$ cat config.mk
export PLATFORM = sky130hd
export DESIGN_NAME = pipeline_decode_stage
export DESIGN_NICKNAME = d
export VERILOG_FILES = /design/src/rtl/pipeline_decode_stage.sv
export SDC_FILE = /design/constraint.sdc
export NUM_CORES = 2
export LEC_CHECK = 0
export CORE_ASPECT_RATIO = 0.5
export CORE_MARGIN = 8
export CORE_UTILIZATION = 48
export CTS_BUF_LIST = sky130_fd_sc_hd__clkbuf_4 sky130_fd_sc_hd__clkbuf_8
export CTS_CLUSTER_DIAMETER = 50
export CTS_CLUSTER_SIZE = 14
export DETAILED_ROUTE_END_ITERATION = 8
export PLACE_DENSITY = 0.78
export SKIP_LAST_GASP = 1
export SLEW_MARGIN = 20
export SYNTH_ARGS = -nofsm -noshare
export SYNTH_HDL_FRONTEND = slang
export SYNTH_SLANG_ARGS = --single-unit
$ cat constraint.sdc
create_clock -name clk_i -period 2.1 [get_ports clk_i]
set_input_delay 0.21 -clock clk_i [delete_from_list [all_inputs] [get_ports clk_i]]
set_output_delay 0.21 -clock clk_i [all_outputs]
set_load 0.01 [all_outputs]
$ cat src/rtl/pipeline_decode_stage.sv
// RV32 instruction-decode stage: register file with optional write-back bypass,
// immediate generation, load-use hazard detection and the ID/EX pipeline register.
module pipeline_decode_stage #(
    parameter int XLEN       = 32,
    parameter int REG_ADDR_W = 5,
    parameter int WB_BYPASS  = 1
) (
    input  logic            clk_i,
    input  logic            rst_i,
    input  logic            valid_i,
    input  logic [31:0]     instruction_i,
    input  logic [XLEN-1:0] pc_i,
    input  logic            stall_i,
    input  logic            flush_i,
    input  logic            reg_write_i,
    input  logic [4:0]      write_reg_i,
    input  logic [XLEN-1:0] write_data_i,
    input  logic [4:0]      ex_rd_i,
    input  logic            ex_mem_read_i,
    output logic            load_use_stall_o,
    output logic            valid_o,
    output logic [XLEN-1:0] pc_o,
    output logic [XLEN-1:0] read_data1_o,
    output logic [XLEN-1:0] read_data2_o,
    output logic [4:0]      rs1_o,
    output logic [4:0]      rs2_o,
    output logic [4:0]      rd_o,
    output logic [XLEN-1:0] imm_o,
    output logic [6:0]      opcode_o,
    output logic [2:0]      funct3_o,
    output logic [6:0]      funct7_o,
    output logic            illegal_o
);

    localparam int NREGS = 1 << REG_ADDR_W;

    localparam logic [6:0] OP_LOAD   = 7'b0000011;
    localparam logic [6:0] OP_IMM    = 7'b0010011;
    localparam logic [6:0] OP_JALR   = 7'b1100111;
    localparam logic [6:0] OP_STORE  = 7'b0100011;
    localparam logic [6:0] OP_BRANCH = 7'b1100011;
    localparam logic [6:0] OP_LUI    = 7'b0110111;
    localparam logic [6:0] OP_AUIPC  = 7'b0010111;
    localparam logic [6:0] OP_JAL    = 7'b1101111;
    localparam logic [6:0] OP_OP     = 7'b0110011;

    logic [6:0] opcode;
    logic [4:0] rs1;
    logic [4:0] rs2;
    logic [4:0] rd;
    logic [2:0] funct3;
    logic [6:0] funct7;

    assign opcode = instruction_i[6:0];
    assign rd     = instruction_i[11:7];
    assign funct3 = instruction_i[14:12];
    assign rs1    = instruction_i[19:15];
    assign rs2    = instruction_i[24:20];
    assign funct7 = instruction_i[31:25];

    logic            known_op;
    logic            rs1_used;
    logic            rs2_used;
    logic            rd_used;
    logic [31:0]     imm32;
    logic [XLEN-1:0] imm;
    logic            bad_reg;
    logic            illegal;

    always_comb begin
        known_op = 1'b0;
        rs1_used = 1'b0;
        rs2_used = 1'b0;
        rd_used  = 1'b0;
        imm32    = '0;
        case (opcode)
            OP_LOAD, OP_IMM, OP_JALR: begin
                known_op = 1'b1;
                rs1_used = 1'b1;
                rd_used  = 1'b1;
                imm32    = {{20{instruction_i[31]}}, instruction_i[31:20]};
            end
            OP_STORE: begin
                known_op = 1'b1;
                rs1_used = 1'b1;
                rs2_used = 1'b1;
                imm32    = {{20{instruction_i[31]}}, instruction_i[31:25], instruction_i[11:7]};
            end
            OP_BRANCH: begin
                known_op = 1'b1;
                rs1_used = 1'b1;
                rs2_used = 1'b1;
                imm32    = {{19{instruction_i[31]}}, instruction_i[31], instruction_i[7],
                            instruction_i[30:25], instruction_i[11:8], 1'b0};
            end
            OP_LUI, OP_AUIPC: begin
                known_op = 1'b1;
                rd_used  = 1'b1;
                imm32    = {instruction_i[31:12], 12'b0};
            end
            OP_JAL: begin
                known_op = 1'b1;
                rd_used  = 1'b1;
                imm32    = {{11{instruction_i[31]}}, instruction_i[31], instruction_i[19:12],
                            instruction_i[20], instruction_i[30:21], 1'b0};
            end
            OP_OP: begin
                known_op = 1'b1;
                rs1_used = 1'b1;
                rs2_used = 1'b1;
                rd_used  = 1'b1;
            end
            default: ;
        endcase
    end

    assign imm = XLEN'($signed(imm32));

    // A reduced register file cannot name x16..x31, so such fields are illegal
    // and such write-backs are dropped.
    logic wr_in_range;
    generate
        if (REG_ADDR_W < 5) begin : g_small_rf
            assign bad_reg     = (rs1_used & rs1[4]) | (rs2_used & rs2[4]) | (rd_used & rd[4]);
            assign wr_in_range = (write_reg_i >> REG_ADDR_W) == 5'd0;
        end else begin : g_full_rf
            assign bad_reg     = 1'b0;
            assign wr_in_range = 1'b1;
        end
    endgenerate

    assign illegal = ~known_op | bad_reg;

    assign load_use_stall_o = valid_i & ex_mem_read_i & (ex_rd_i != 5'd0) &
                              ((rs1_used & (ex_rd_i == rs1)) | (rs2_used & (ex_rd_i == rs2)));

    logic [XLEN-1:0]       regs [NREGS];
    logic                  wr_en;
    logic [REG_ADDR_W-1:0] waddr;

    assign waddr = write_reg_i[REG_ADDR_W-1:0];
    assign wr_en = reg_write_i & (write_reg_i != 5'd0) & wr_in_range;

    // Write-back commits regardless of stall/flush; entry 0 is never written.
    always_ff @(posedge clk_i) begin
        if (rst_i) begin
            for (int i = 0; i < NREGS; i++) begin
                regs[i] <= '0;
            end
        end else if (wr_en) begin
            regs[waddr] <= write_data_i;
        end
    end

    logic [1:0][XLEN-1:0] rdata;

    generate
        for (genvar gi = 0; gi < 2; gi++) begin : g_read
            logic [4:0] src;
            assign src = (gi == 0) ? rs1 : rs2;
            assign rdata[gi] = (src == 5'd0) ? '0 :
                               ((WB_BYPASS != 0) && reg_write_i && (write_reg_i == src)) ? write_data_i :
                               regs[src[REG_ADDR_W-1:0]];
        end
    endgenerate

    // Reset, flush and an unstalled load-use hazard all load a cleared bubble.
    logic bubble;
    assign bubble = rst_i | flush_i | (~stall_i & load_use_stall_o);

    always_ff @(posedge clk_i) begin
        if (bubble) begin
            valid_o      <= 1'b0;
            pc_o         <= '0;
            read_data1_o <= '0;
            read_data2_o <= '0;
            rs1_o        <= '0;
            rs2_o        <= '0;
            rd_o         <= '0;
            imm_o        <= '0;
            opcode_o     <= '0;
            funct3_o     <= '0;
            funct7_o     <= '0;
            illegal_o    <= 1'b0;
        end else if (!stall_i) begin
            valid_o      <= valid_i;
            pc_o         <= pc_i;
            read_data1_o <= rdata[0];
            read_data2_o <= rdata[1];
            rs1_o        <= rs1;
            rs2_o        <= rs2;
            rd_o         <= rd;
            imm_o        <= imm;
            opcode_o     <= opcode;
            funct3_o     <= funct3;
            funct7_o     <= funct7;
            illegal_o    <= illegal & valid_i;
        end
    end

endmodule
==> insert_results.sql <==
INSERT INTO impl_metrics (metric_group, metric, value, unit) VALUES
('status', 'run_status', 'finished with violations', ''),
('detailed_routing', 'routedWlPerCell', '31.5', 'um'),
('placed_design', 'gp_congestion', '0.971', ''),
('detailed_routing', 'drt-pass1-iter-count', '9', ''),
('sta', 'clock_skew', '0.0507', 'ns'),
('worst_setup_path', 'worst_endpoint_data_arrival_time', '1.96', 'ns'),
('synthesis', 'number_of_warning_messages_in_the_yosys_log', '0', ''),
('detailed_routing', 'm1WireLength', '68900', 'um'),
('worst_setup_path', 'worst-path-max-fanout', '4', ''),
('grt', 'gr_overflow_total', '0', ''),
('worst_setup_path', 'worst_setup_path_type', 'primary input to primary output', ''),
('synthesis', 'synth_most_common_cell', 'edfxtp_1', ''),
('placed_design', 'dp.final_hpwl', '139000', 'um'),
('synthesis', 'synth.area.top_cells', 'edfxtp_1, mux4_2, and2_1, dfxtp_1, a22oi_1', ''),
('sta', 'grt_setup_unrepaired', 'yes', ''),
('sta', 'period_needed', '2.17', 'ns'),
('worst_setup_path', 'worst_path_dominant_cell_family', 'buffers and inverters', ''),
('pwr', 'power', '49300', 'uW'),
('worst_setup_path', 'type_of_element_capturing_the_critical_path', 'primary output', ''),
('synthesis', 'combined_area_of_all_synthesized_cells', '59900', 'um^2'),
('worst_setup_path', 'worst-endpoint-required', '1.89', 'ns'),
('detailed_routing', 'remaining_design_rule_violation_count', '24', ''),
('worst_setup_path', 'critical_path.slowest_cell', 'clkdlybuf4s50_1', ''),
('sta', 'setup_violations', '1', ''),
('grt', 'grt_pass1_vias', '43000', ''),
('die', 'die_height', '266', 'um'),
('grt', 'grt_util_all_layers', '0.285', ''),
('synthesis', 'synth-async-reset-ratio', '0', ''),
('worst_setup_path', 'timing.critical_path.slowest_cell_delay', '0.66', 'ns'),
('placed_design', 'i_o_buffers', '275', ''),
('synthesis', 'synth_area_leader_cell', 'edfxtp_1', ''),
('detailed_routing', 'wl_met2', '91900', 'um'),
('final_layout', 'syn_to_final_growth', '19.5', '%'),
('synthesis', 'dominantRegCellSynth', 'edfxtp_1', ''),
('synthesis', 'netlist_instances', '4113', ''),
('clocking', 'cts_buffer_depth', '3', ''),
('pwr', 'powerDensity', '689', 'nW/um^2'),
('clocking', 'cts.root.buffer_cell', 'clkbuf_8', ''),
('detailed_routing', 'vias', '42600', ''),
('clocking', 'cts.sinks', '1186', ''),
('detailed_routing', 'ant_nets', '0', ''),
('grt', 'grt_start_max_net_pins', '96', ''),
('sta', 'final_cycle_share', '1.03', ''),
('detailed_routing', 'post_drt_via_cell_ratio', '6.65', ''),
('sta', 'setup_total_negative_slack', '-0.0691', 'ns'),
('worst_setup_path', 'cp-start-kind', 'primary input', ''),
('sta', 'max_clock_freq', '461', 'MHz'),
('sta', 'timing.final.hold_violations', '0', ''),
('clocking', 'tritoncts.num_buffers', '99', ''),
('die', 'core', '124000', 'um^2'),
('pwr', 'vdd_ir_drop_max', '0.479', 'mV'),
('sta', 'layout_setup_ws', '-0.0691', 'ns'),
('pwr', 'total_leakage_power', '0.0255', 'uW'),
('grt', 'initial_antenna_violation_count', '20', ''),
('detailed_routing', 'drt_iter0_markers', '7368', ''),
('grt', 'grt_pass1_wl', '289000', 'um'),
('status', 'violations', 'DRC, setup timing', ''),
('die', 'die_width', '516', 'um'),
('worst_setup_path', 'number_of_buffers_and_inverters_on_the_critical_path', '3', ''),
('die', 'boundaryPins', '276', ''),
('sta', 'least_margin_pin_slew', '0.784', 'ns'),
('synthesis', 'sequential_area_share_after_synthesis', '0.567', ''),
('clocking', 'number_of_h_tree_levels', '3', ''),
('die', 'die_area', '137000', 'um^2'),
('clocking', 'tritoncts', 'yes', ''),
('die', 'core_rows', '91', ''),
('synthesis', 'synth_top_cells_by_count', 'edfxtp_1, and2_1, mux4_2', ''),
('detailed_routing', 'met3_wire_length', '29900', 'um'),
('sta', 'max-slew-margin-rel', '0.477', ''),
('flow_run', 'cap_violations', '0', ''),
('sta', 'count_of_pins_over_their_slew_limit', '0', '');
## worst min-delay path, cell delays in order
cell and delay (ns):
clkdlybuf4s50_1 0.41, mux2i_1 0.16, nor3_1 0.07
## final cells by class
type | instances | area [um^2]
Antenna cell | 16 | 40.0
Clock inverter | 19 | 292
Multi-Input combinational cell | 2497 | 24400
Tap cell | 1674 | 2090
Fill cell | 9147 | 51900
Clock buffer | 168 | 1930
Inverter | 9 | 33.8
Sequential cell | 1186 | 34000
Timing Repair Buffer | 837 | 8770
## power breakdown
group / total, uW / leakage (uW) / internal (uW) / switching [uW]
clock network: 14800 / 0.00119 / 6600 / 8200
registers: 27500 / 0.0111 / 26700 / 707
logic: 7070 / 0.0132 / 3350 / 3710
total: 49300 / 0.0255 / 36700 / 12600
## worst paths after layout
path                             start                            to  slack [ns]  depth (start not counted)
max                   instruction_i[6]              load_use_stall_o       -0.07                          7
min                           pc_i[27]         pc_o[27]$_SDFFE_PP0N_        0.05                          3
max reg2reg  regs[29][3]$_SDFFCE_PN0P_  read_data2_o[3]$_SDFFE_PP0N_        0.10                          5
min reg2reg      imm_o[2]$_SDFFE_PP0N_         imm_o[2]$_SDFFE_PP0N_        0.47                          2
## through the flow
step	hold slack, ns	std cells	utilization
floorplan	0.366	4144	-
detailed placement	0.458	6159	0.558
global route	0.0318	6402	0.580
finish	0.0545	6406	0.580
global placement	0.459	6159	0.558
CTS	0.00572	6384	0.579
## cell families (layout without fill, tap and decap cells)
logic type,after synthesis,after routing,synth area share
other cells,1,48,0.0000626
mux,575,575,0.203
xor+xnor,20,20,0.00292
simple gates,1411,1411,0.136
buf+inv,461,1033,0.0311
compound gates,459,459,0.0603
flops,1186,1186,0.567
## registers in the layout (all words and copies together), names as in the netlist
signal and count:
regs 1024, imm_o 32, pc_o 32, read_data1_o 32
read_data2_o 32, funct7_o 7, opcode_o 7, rd_o 5
rs1_o 5, rs2_o 5, funct3_o 3, illegal_o 1
valid_o 1
## layout by cell type (no fill, tap or decap), types with 9 or more instances in the layout
cell / netlist / layout
dlymetal6s2s_1: 0 / 9
nor3_1: 76 / 76
mux4_2: 512 / 512
mux2i_1: 63 / 63
and2_1: 996 / 994
inv_1: 9 / 9
buf_12: 0 / 138
o21ai_0: 11 / 11
buf_4: 10 / 386
clkdlybuf4s50_1: 0 / 214
clkbuf_8: 0 / 108
clkbuf_4: 0 / 61
nor2_2: 0 / 31
nor2b_1: 21 / 17
a211oi_1: 78 / 74
conb_1: 1 / 32
dlygate4sd2_1: 0 / 45
or2_2: 33 / 32
nand2_1: 216 / 216
a2111oi_0: 17 / 17
dfxtp_2: 0 / 33
diode_2: 0 / 16
dfxtp_1: 162 / 126
dlygate4sd3_1: 0 / 38
a22oi_1: 262 / 262
edfxtp_1: 1024 / 1024
a222oi_1: 64 / 64
xor2_1: 14 / 14
## metal layers
layer,vias up,track usage
li1,16900,-
met1,21300,0.365
met2,3769,0.450
met3,671,0.0844
met4,10,0.132
met5,-,0
## timing repair
action                                  CTS  global route
pin swaps                                 3             4
hold buffers                             35             3
hold endpoints to repair                 79             3
endpoints found under the setup margin   64             7
gates resized for setup                  91            12
buffers inserted                          4             3
No activity file was read; power rests on OpenSTA's default activity.
